### src/rtl/oclib_pkg.sv
// Shared CSR bus types: request (address/wdata/read/write) and response (rdata/ready/error).
package oclib_pkg;

   typedef struct packed {
      logic [31:0] address;
      logic [31:0] wdata;
      logic        read;
      logic        write;
   } csr_32_s;

   typedef struct packed {
      logic [31:0] rdata;
      logic        ready;
      logic        error;
   } csr_32_fb_s;

endpackage

### src/rtl/oclib_csr_splitter.sv
// Routes one upstream CSR request to one of NumTargets downstream CSR targets by address,
// with decode-miss and timeout errors and a single-cycle upstream ready pulse.
module oclib_csr_splitter
   import oclib_pkg::*;
#(
   parameter int NumTargets    = 4,
   parameter int TargetShift   = 12,
   parameter int TimeoutCycles = 1024
) (
   input  logic                 clock,
   input  logic                 reset,
   input  csr_32_s              in,
   output csr_32_fb_s           inFb,
   output csr_32_s              out       [0:NumTargets-1],
   input  csr_32_fb_s           outFb     [0:NumTargets-1],
   output logic [0:NumTargets-1] outSelect
);

   typedef enum logic [1:0] {Idle, Busy, Respond} state_e;

   localparam int IdxW = (NumTargets > 1) ? $clog2(NumTargets) : 1;
   localparam int CntW = (TimeoutCycles > 0) ? $clog2(TimeoutCycles + 1) : 1;
   localparam logic [CntW-1:0] CntLimit = CntW'(TimeoutCycles);

   state_e                state_q, state_d;
   logic [31:0]           addr_q, addr_d;
   logic [31:0]           wdata_q, wdata_d;
   logic [31:0]           rdata_q, rdata_d;
   logic                  write_q, write_d;
   logic                  error_q, error_d;
   logic [IdxW-1:0]       idx_q, idx_d;
   logic [CntW-1:0]       cnt_q, cnt_d;
   logic [0:NumTargets-1] sel_q, sel_d;

   logic [31:0]           req_idx;
   logic                  req_hit;
   logic [CntW-1:0]       cnt_inc;
   logic                  timeout;
   csr_32_fb_s            fb;

   assign req_idx = in.address >> TargetShift;
   assign req_hit = req_idx < 32'(NumTargets);
   assign fb      = outFb[idx_q];

   // Saturating count; the timeout fires in the Busy cycle in which the count reaches the limit.
   assign cnt_inc = (cnt_q == CntLimit) ? cnt_q : cnt_q + 1'b1;
   assign timeout = (TimeoutCycles != 0) && (cnt_inc == CntLimit);

   always_comb begin
      // NOTE: every signal is given its hold value first so no path leaves it unassigned (no latches).
      state_d = state_q;
      addr_d  = addr_q;
      wdata_d = wdata_q;
      rdata_d = rdata_q;
      write_d = write_q;
      error_d = error_q;
      idx_d   = idx_q;
      cnt_d   = cnt_q;
      sel_d   = sel_q;

      case (state_q)
         Idle: begin
            if (in.read || in.write) begin
               addr_d  = in.address;
               wdata_d = in.wdata;
               write_d = in.write;
               idx_d   = req_idx[IdxW-1:0];
               if (req_hit) begin
                  state_d                    = Busy;
                  cnt_d                      = '0;
                  sel_d                      = '0;
                  sel_d[req_idx[IdxW-1:0]]   = 1'b1;
               end else begin
                  state_d = Respond;
                  error_d = 1'b1;
                  rdata_d = '0;
               end
            end
         end

         Busy: begin
            if (fb.ready) begin
               state_d = Respond;
               sel_d   = '0;
               rdata_d = write_q ? '0 : fb.rdata;
               error_d = fb.error;
            end else if (timeout) begin
               state_d = Respond;
               sel_d   = '0;
               rdata_d = '0;
               error_d = 1'b1;
               cnt_d   = cnt_inc;
            end else begin
               cnt_d = cnt_inc;
            end
         end

         Respond: begin
            state_d = Idle;
            rdata_d = '0;
            error_d = 1'b0;
         end

         default: state_d = Idle;
      endcase
   end

   // NOTE: sequential state uses non-blocking assignments so every register samples pre-edge values.
   always_ff @(posedge clock) begin
      if (reset) begin
         state_q <= Idle;
         addr_q  <= '0;
         wdata_q <= '0;
         rdata_q <= '0;
         write_q <= 1'b0;
         error_q <= 1'b0;
         idx_q   <= '0;
         cnt_q   <= '0;
         sel_q   <= '0;
      end else begin
         state_q <= state_d;
         addr_q  <= addr_d;
         wdata_q <= wdata_d;
         rdata_q <= rdata_d;
         write_q <= write_d;
         error_q <= error_d;
         idx_q   <= idx_d;
         cnt_q   <= cnt_d;
         sel_q   <= sel_d;
      end
   end

   for (genvar i = 0; i < NumTargets; i++) begin : g_out
      assign out[i] = sel_q[i] ? csr_32_s'{address: addr_q, wdata: wdata_q,
                                           read: ~write_q, write: write_q}
                               : csr_32_s'('0);
   end

   assign outSelect = sel_q;
   assign inFb      = csr_32_fb_s'{rdata: rdata_q, ready: (state_q == Respond), error: error_q};

endmodule
### config.mk
export PLATFORM = sky130hd
export DESIGN_NAME = oclib_csr_splitter
export DESIGN_NICKNAME = d
export VERILOG_FILES = /design/src/rtl/oclib_pkg.sv /design/src/rtl/oclib_csr_splitter.sv
export SDC_FILE = /design/constraint.sdc
export NUM_CORES = 1
export LEC_CHECK = 0
export ABC_AREA = 1
export CAP_MARGIN = 0
export CORE_AREA = 8 8 189 191
export CTS_CLUSTER_SIZE = 24
export DETAILED_ROUTE_END_ITERATION = 8
export DIE_AREA = 0 0 197 199
export GPL_TIMING_DRIVEN = 0
export PLACE_DENSITY = 0.57
export SYNTH_ARGS = -nofsm -noshare
export SYNTH_HDL_FRONTEND = slang
export SYNTH_SLANG_ARGS = --single-unit
### constraint.sdc
create_clock -name clock -period 2.9 [get_ports clock]
set_input_delay 0.58 -clock clock [delete_from_list [all_inputs] [get_ports clock]]
set_output_delay 0.58 -clock clock [all_outputs]
set_load 0.02 [all_outputs]
======== Word level (Yosys, flattened, before mapping) ========
Cells that the tools add are included.
operators by class
  bitwise gates (word level) .............. 3
  eq/ne operators ......................... 9
  mux-type cells .......................... 35
  add/sub/neg operators ................... 1
  reduce and logical (&&, ||, !) cells .... 10
  order comparisons ....................... 4
operators with widths
  operator               number
  $mux 66                4
  $mux 32                5
  $pmux 32 s3            1
  $bmux 34 s2            1
  $mux 34                2
  $mux 11                4
  $eq 11x11->1 const B   2
  $pmux 11 s2            1
  $lt 20x3->1 const B    1
  $mux 4                 4
  $reduce_and 4->1       3
  $add 11x1->11 const B  1
  $mux 2                 4
  $ne 2x2->1 const B     4
  $pmux 4 s2             1
  $ge 3x3->1 const B     2
  $not 2->3              2
  $mux 1                 5
  $pmux 2 s2             1
  $reduce_and 2->1       2
  $lt 3x1->1 const B     1
  $ne 3x3->1 const B     1
  $pmux 1 s3             1
  $reduce_bool 3->1      1
  other kinds (8)        8
word-level totals
  output and inout port bits .............. 302
  logic and storage cells ................. 71
  bits in registers ....................... 117
  bits of input ports ..................... 204

======== Depth between registers and ports, before layout ========
Gate-level depths: netlist of the first run.
  depth in word-level cells ............... 8
  mapped depth ............................ 16
  mapped depth without buffers ............ 15

======== Least setup slack after synthesis of the first run ========
Ideal clock, no wire load.
  path type ............................... input port to flip-flop
  start point ............................. in in[65] (netlist name)
  end point ............................... reg cnt_q[0]
  data arrival time ....................... 1865 ps
  slack ................................... 902 ps
  data required time ...................... 2768 ps
  stages .................................. 9
  cells stage by stage .................... nor2_1 nand2_1 nor2_1 a31oi_1 nor3_1 o21ai_0 clkbuf_1 nand2_1 a21oi_1
on the way
  word-level cells in the longest chain between the ends .. 3
RTL lines
  what                        RTL line                   source
  from (decl)                 oclib_csr_splitter.sv:12   input csr_32_s in,
  $lt 20x3->1                 oclib_csr_splitter.sv:42   assign req_hit = req_idx < 32'(NumTargets);
  $ne 2x2->1 (no line)        -
  $reduce_and 4->1 (no line)  -
  to (signal assigned)        oclib_csr_splitter.sv:128  cnt_q <= cnt_d;
  to (decl)                   oclib_csr_splitter.sv:32   logic [CntW-1:0] cnt_q, cnt_d;
No other way between the ends.
A chain may end at the register's enable or synchronous reset.

==> impl_metrics.ini, run 1 <==
[status]
outcome = completed

[drt]
vias_per_cell = 4.32
drc_errors = 0
met3WireLength_mm = 4.37
dr.pass1.iters = 5
drt_iter0_drc = 564
wirelength_mm = 44.9
drt-met1-wl_mm = 16.5
dr.max_layer_used = met5
wl_per_cell_um = 17.9
vias = 10800
dr_wl_met2_mm = 22.6
ant_nets = 0

[cts]
cts_root_buf = clkbuf_16
insertion_delay_ns = 0.42
htree_levels = 4
path_clk_slew_ns = 0.06
cts_inserted_buffers = 17
clk_path_buf_depth = 2
clock_sinks = 115
cts_tree = done

[finish]
nFillCells = 3599
nets = 2244
fin_cells = 2501
drive_gt1_frac = 0.0502
synthToLayoutAreaGrowth_pct = 77.7
utilization = 0.436

[worst_setup_path]
path_class = reg -> out
arrival_ns = 2.18
crit_family = buffers and inverters
slowest_delay_ns = 0.66
worstSetupStartpointType = register
required_ns = 2.32
crit_slowest_cell = clkdlybuf4s50_1
crit_chain = clkbuf_4 > buf_2 > nand2_1 > inv_1 > clkdlybuf4s50_1
crit_path_end_kind = output pin
worstPathMaxFanout = 10
critPathBufInv = 4

[grt]
antenna_found_initial = 3
grt_pass1_vias = 10800
grt_max_degree = 17
grtUsageTotal = 0.222
grt_overflow = 0
grt_pass1_wl_mm = 65.9

[place]
placedCellCount = 2468
portBuffers = 504
place_congestion = 0.886
place_ws_ns = -0.382
dp_hpwl_mm = 37.7

[sta]
setup_viol = 0
rsz0062_at_grt = false
finalCritPeriodShare = 0.953
maxSlewHeadroom = 0.461
fin_setup_tns_ns = 0
tightestPinTransition_ns = 0.808
fin_ws_ns = 0.137
fmax_mhz = 362
period_minus_slack_ns = 2.76
finClkSkew_ns = 0.0161
slew_viol_final = 0
hold_viol = 0

[synth]
synth_seq_cells = 115
yosys.area.top_type = dfxtp_1
synth_most_common_cell = nand2_1
netlist_area_sq_mm = 0.00806
yosysWarnings = 0
ys_types = 25
netlist_top_cells_area = dfxtp_1 (29%), nand2_1 (20%), inv_1 (15%)
yosysSeqAreaShare = 0.286
syn_nets = 1722
synth_cells = 1516
synth_area_per_cell_sq_um = 5.31
synth_enable_flop_cells = 0
synth_common_cells = nand2_1 (426), inv_1 (327), nor2_1 (263)
yosysTopAreaCellShare = 0.286
async_reset_ff_frac = 0
synth_top_flop_cell = dfxtp_1

[power]
total_power_mw = 5.76
p_leak_nw = 7.66
power.density_mw_per_mm2 = 403
vdd_drop_max_uv = 386

[floorplan]
start_util = 0.245
die-area_sq_mm = 0.0392
die_h_um = 199
coreArea_sq_mm = 0.0329
row_count = 67
die_width_um = 197
io_pins = 506

[flow_run]
cap_violations = 0

[hold_path]
hold_path.class = reg -> reg
-- cell type report --
| cell class | instances | area, sq um | area share |
|---|---|---|---|
| antenna | 2 | 5.00 | 0.000350 |
| timing repair buffer | 504 | 5040 | 0.352 |
| buffer | 95 | 423 | 0.0295 |
| tap | 448 | 561 | 0.0392 |
| sequential | 115 | 2310 | 0.161 |
| clock buffer | 18 | 439 | 0.0307 |
| inverter | 355 | 1330 | 0.0931 |
| multi-input combinational | 950 | 4050 | 0.283 |
| clock inverter | 14 | 153 | 0.0107 |
-- what timing repair did --
item | CTS | global route
buffers inserted | 0 | 0
setup endpoints to repair | 149 | 37
resized for setup | 29 | 6
hold buffers | 0 | 0
-- stage by stage --
stage	hold WS, ns	area, sq um
after floorplan	0.466	8060
after global placement	0.484	13700
after detailed placement	0.486	13700
after CTS	0.495	14300
after global routing	0.546	14300
final	0.496	14300
-- flip-flops by register name, summed over array words and instances, names as in the netlist --
name / flops
rdata_q: 32
cnt_q: 11
wdata_q: 32
outSelect: 4
state_q: 2
error_q: 1
addr_q: 32
write_q: 1
-- tightest hold or removal path: cells and delay by family (launching register included) --
family,cells,cell delay (ns)
flip-flops,1,0.33
AND/OR/NAND/NOR,1,0.07
AO/OA/AOI/OAI,1,0.05
-- logic make-up after synthesis --
family | synth area share
compound gates | 0.122
xor+xnor | 0.00652
fa+ha+maj | 0.00311
buf+inv | 0.212
flops | 0.286
simple gates | 0.370
-- layer usage --
layer | global-route usage | vias up
met4 | 0.0797 | 4
met2 | 0.409 | 447
met5 | 0 | -
met3 | 0.0836 | 54
met1 | 0.226 | 4778
li1 | - | 5509
-- final timing paths --
kind / cells after the start / end / slack (ns) / from
hold / removal: 2 / cnt_q[9] / 0.50 / cnt_q[9]
setup reg to reg: 10 / rdata_q[31] / 0.39 / addr_q[12]
hold reg to reg: 2 / cnt_q[9] / 0.50 / cnt_q[9]
setup / recovery: 5 / out[64] / 0.14 / outSelect[3]
-- power by group --
group	internal, mW	switching (mW)	total, mW	leakage [nW]
sequential	1.74	0.220	1.96	0.950
combinational	0.713	0.977	1.69	6.42
clock	1.30	0.812	2.11	0.291
total	3.76	2.01	5.76	7.66
-- cells in the final DEF, fill, tap and decap left out, drive strengths merged --
cell type / synthesis / layout
nor3: 7 / 7
bufinv: 0 / 2
nor2: 267 / 267
o21ai: 133 / 133
clkbuf: 75 / 91
xor2: 5 / 5
nand4: 32 / 32
o22ai: 30 / 30
a31oi: 1 / 1
nand3: 20 / 20
dfxtp: 115 / 115
xnor2: 1 / 1
ha: 2 / 2
a21oi: 23 / 23
clkinv: 0 / 7
nand2: 427 / 427
buf: 21 / 22
clkdlybuf4s50: 0 / 504
clkinvlp: 0 / 1
o32ai: 1 / 1
or2: 1 / 1
diode: 0 / 2
inv: 355 / 359
(Power assumes the default switching activity.)
==> run 2: changes to the inputs <==
- CAP_MARGIN: 0 -> 20
- PLACE_DENSITY: 0.57 -> unset
- REMOVE_ABC_BUFFERS: unset -> 1
==> impl_metrics.ini, run 2 (same netlist as run 1, synthesis figures left out) <==
[status]
outcome = completed

[power]
total_power_mw = 5.69
p_leak_nw = 7.60
switchingPower_mw = 2.01
pwr-share-seq = 0.353
p_int_mw = 3.68
p_comb_frac = 0.281
power.density_mw_per_mm2 = 398
netSwitchingFraction = 0.353
vdd_drop_max_uv = 360
p_clk_frac = 0.365

[cts]
htree_levels = 4
path_clk_slew_ns = 0.07
cts_hold_buf = 0
clk_path_buf_depth = 2
cts_tree = done
insertion_delay_ns = 0.42
cts_inserted_buffers = 17
cts_root_buf = clkbuf_16
clock_sinks = 115

[drt]
drc_errors = 0
ant_nets = 0
drt_iter0_drc = 382
vias_per_cell = 4.36
vias = 10600
dr.pass1.iters = 5
wl_per_cell_um = 16.5
wirelength_mm = 40.0

[floorplan]
die-area_sq_mm = 0.0392
die_h_um = 199
start_util = 0.245
die_width_um = 197
row_count = 67
io_pins = 506
coreArea_sq_mm = 0.0329

[sta]
maxSlewHeadroom = 0.426
rsz0062_at_grt = false
whs_ns = 0.494
hold_viol = 0
setup_viol = 0
finalCritPeriodShare = 0.939
period_minus_slack_ns = 2.72
tightestPinTransition_ns = 0.857
fmax_mhz = 367
slew_viol_final = 0
finClkSkew_ns = 0.0166

[grt]
grt_overflow = 0
grtUsageTotal = 0.194
grt_pass1_vias = 10200
antenna_found_initial = 1
grt_max_degree = 69
grt_pass1_wl_mm = 59.5

[worst_setup_path]
path_class = reg -> out
crit_path_end_kind = output pin
worstPathMaxFanout = 35
required_ns = 2.32
worstSetupStartpointType = register
arrival_ns = 2.14

[finish]
reg_top3 = addr_q (32), rdata_q (32), wdata_q (32)
multi_input_area_sq_mm = 0.00411
seqCellArea_sq_mm = 0.00232
utilization = 0.435
final_cell_area_sq_mm = 0.0143
fin_cells = 2425
nFillCells = 3506
synthToLayoutAreaGrowth_pct = 77.3
antennaDiodeCount = 0
final_common_cell = clkdlybuf4s50_1
nets = 2170
drive_gt1_frac = 0.0516
final_cell_mix = clkdlybuf4s50_1 (505), nand2_1 (425), inv_1 (324)

[flow_run]
cap_violations = 0

[place]
portBuffers = 505
placed_area_sq_mm = 0.0136
place_congestion = 0.849
placedCellCount = 2387
dp_hpwl_mm = 30.4

[hold_path]
hold_path.class = reg -> reg
run 2: path summary, 6_finish.rpt:
kind | from | endpoint | slack, ns | cells past startpoint
worst min register to register | cnt_q[9] | cnt_q[9] | 0.49 | 2
worst max register to register | addr_q[13] | rdata_q[20] | 0.22 | 11
worst min-delay path | cnt_q[9] | cnt_q[9] | 0.49 | 2
worst max-delay path | outSelect[2] | out[72] | 0.18 | 4
run 2: area by class of cell:
class                   instances  area share
well taps                     448      0.0392
multi-input cells             951       0.288
flip-flops and latches        115       0.162
inverters                     355      0.0939
clock inverters                15      0.0102
repair buffers                523       0.376
repair inverters                1    0.000350
clock buffers                  17      0.0298
run 2: repair_timing:
action | in CTS | in global routing
cloned | 2 | 0
resized for setup | 8 | 6
buffers inserted | 1 | 3
hold endpoints to repair | 0 | 0
pin swaps | 2 | 1
setup endpoints to repair | 54 | 71
run 2: metal layers:
metal  vias to the layer above  track usage  wire length (um)
met5                         -            0                19
met4                         2       0.0566               956
met3                        41       0.0739              3970
met2                       430        0.346             19700
met1                      4754        0.211             15400
li1                       5347            -                 -
run 2: power groups by stage:
stage / sequential, mW / combinational (mW) / clock, mW
2_1_floorplan: 2.02 / 0.698 / 0
3_3_place_gp: 2.11 / 1.45 / 0
5_1_grt: 2.04 / 1.77 / 2.22
4_1_cts: 2.02 / 1.60 / 2.15
3_5_place_dp: 2.06 / 1.57 / 0
6_report: 2.01 / 1.60 / 2.08
run 2: through the flow:
stage	setup WS [ns]	setup TNS (ns)
2_1_floorplan	-1.38	-57.12
3_3_place_gp	-4.24	-481.15
3_5_place_dp	-1.23	-50.17
4_1_cts	0.0171	0
5_1_grt	0.0407	0
6_report	0.178	0
run 2: critical path: stages (launching register included):
cell and delay, ns:
dfxtp_4 0.66, buf_12 0.27, nand2_1 0.08, inv_1 0.06
clkdlybuf4s50_1 0.61
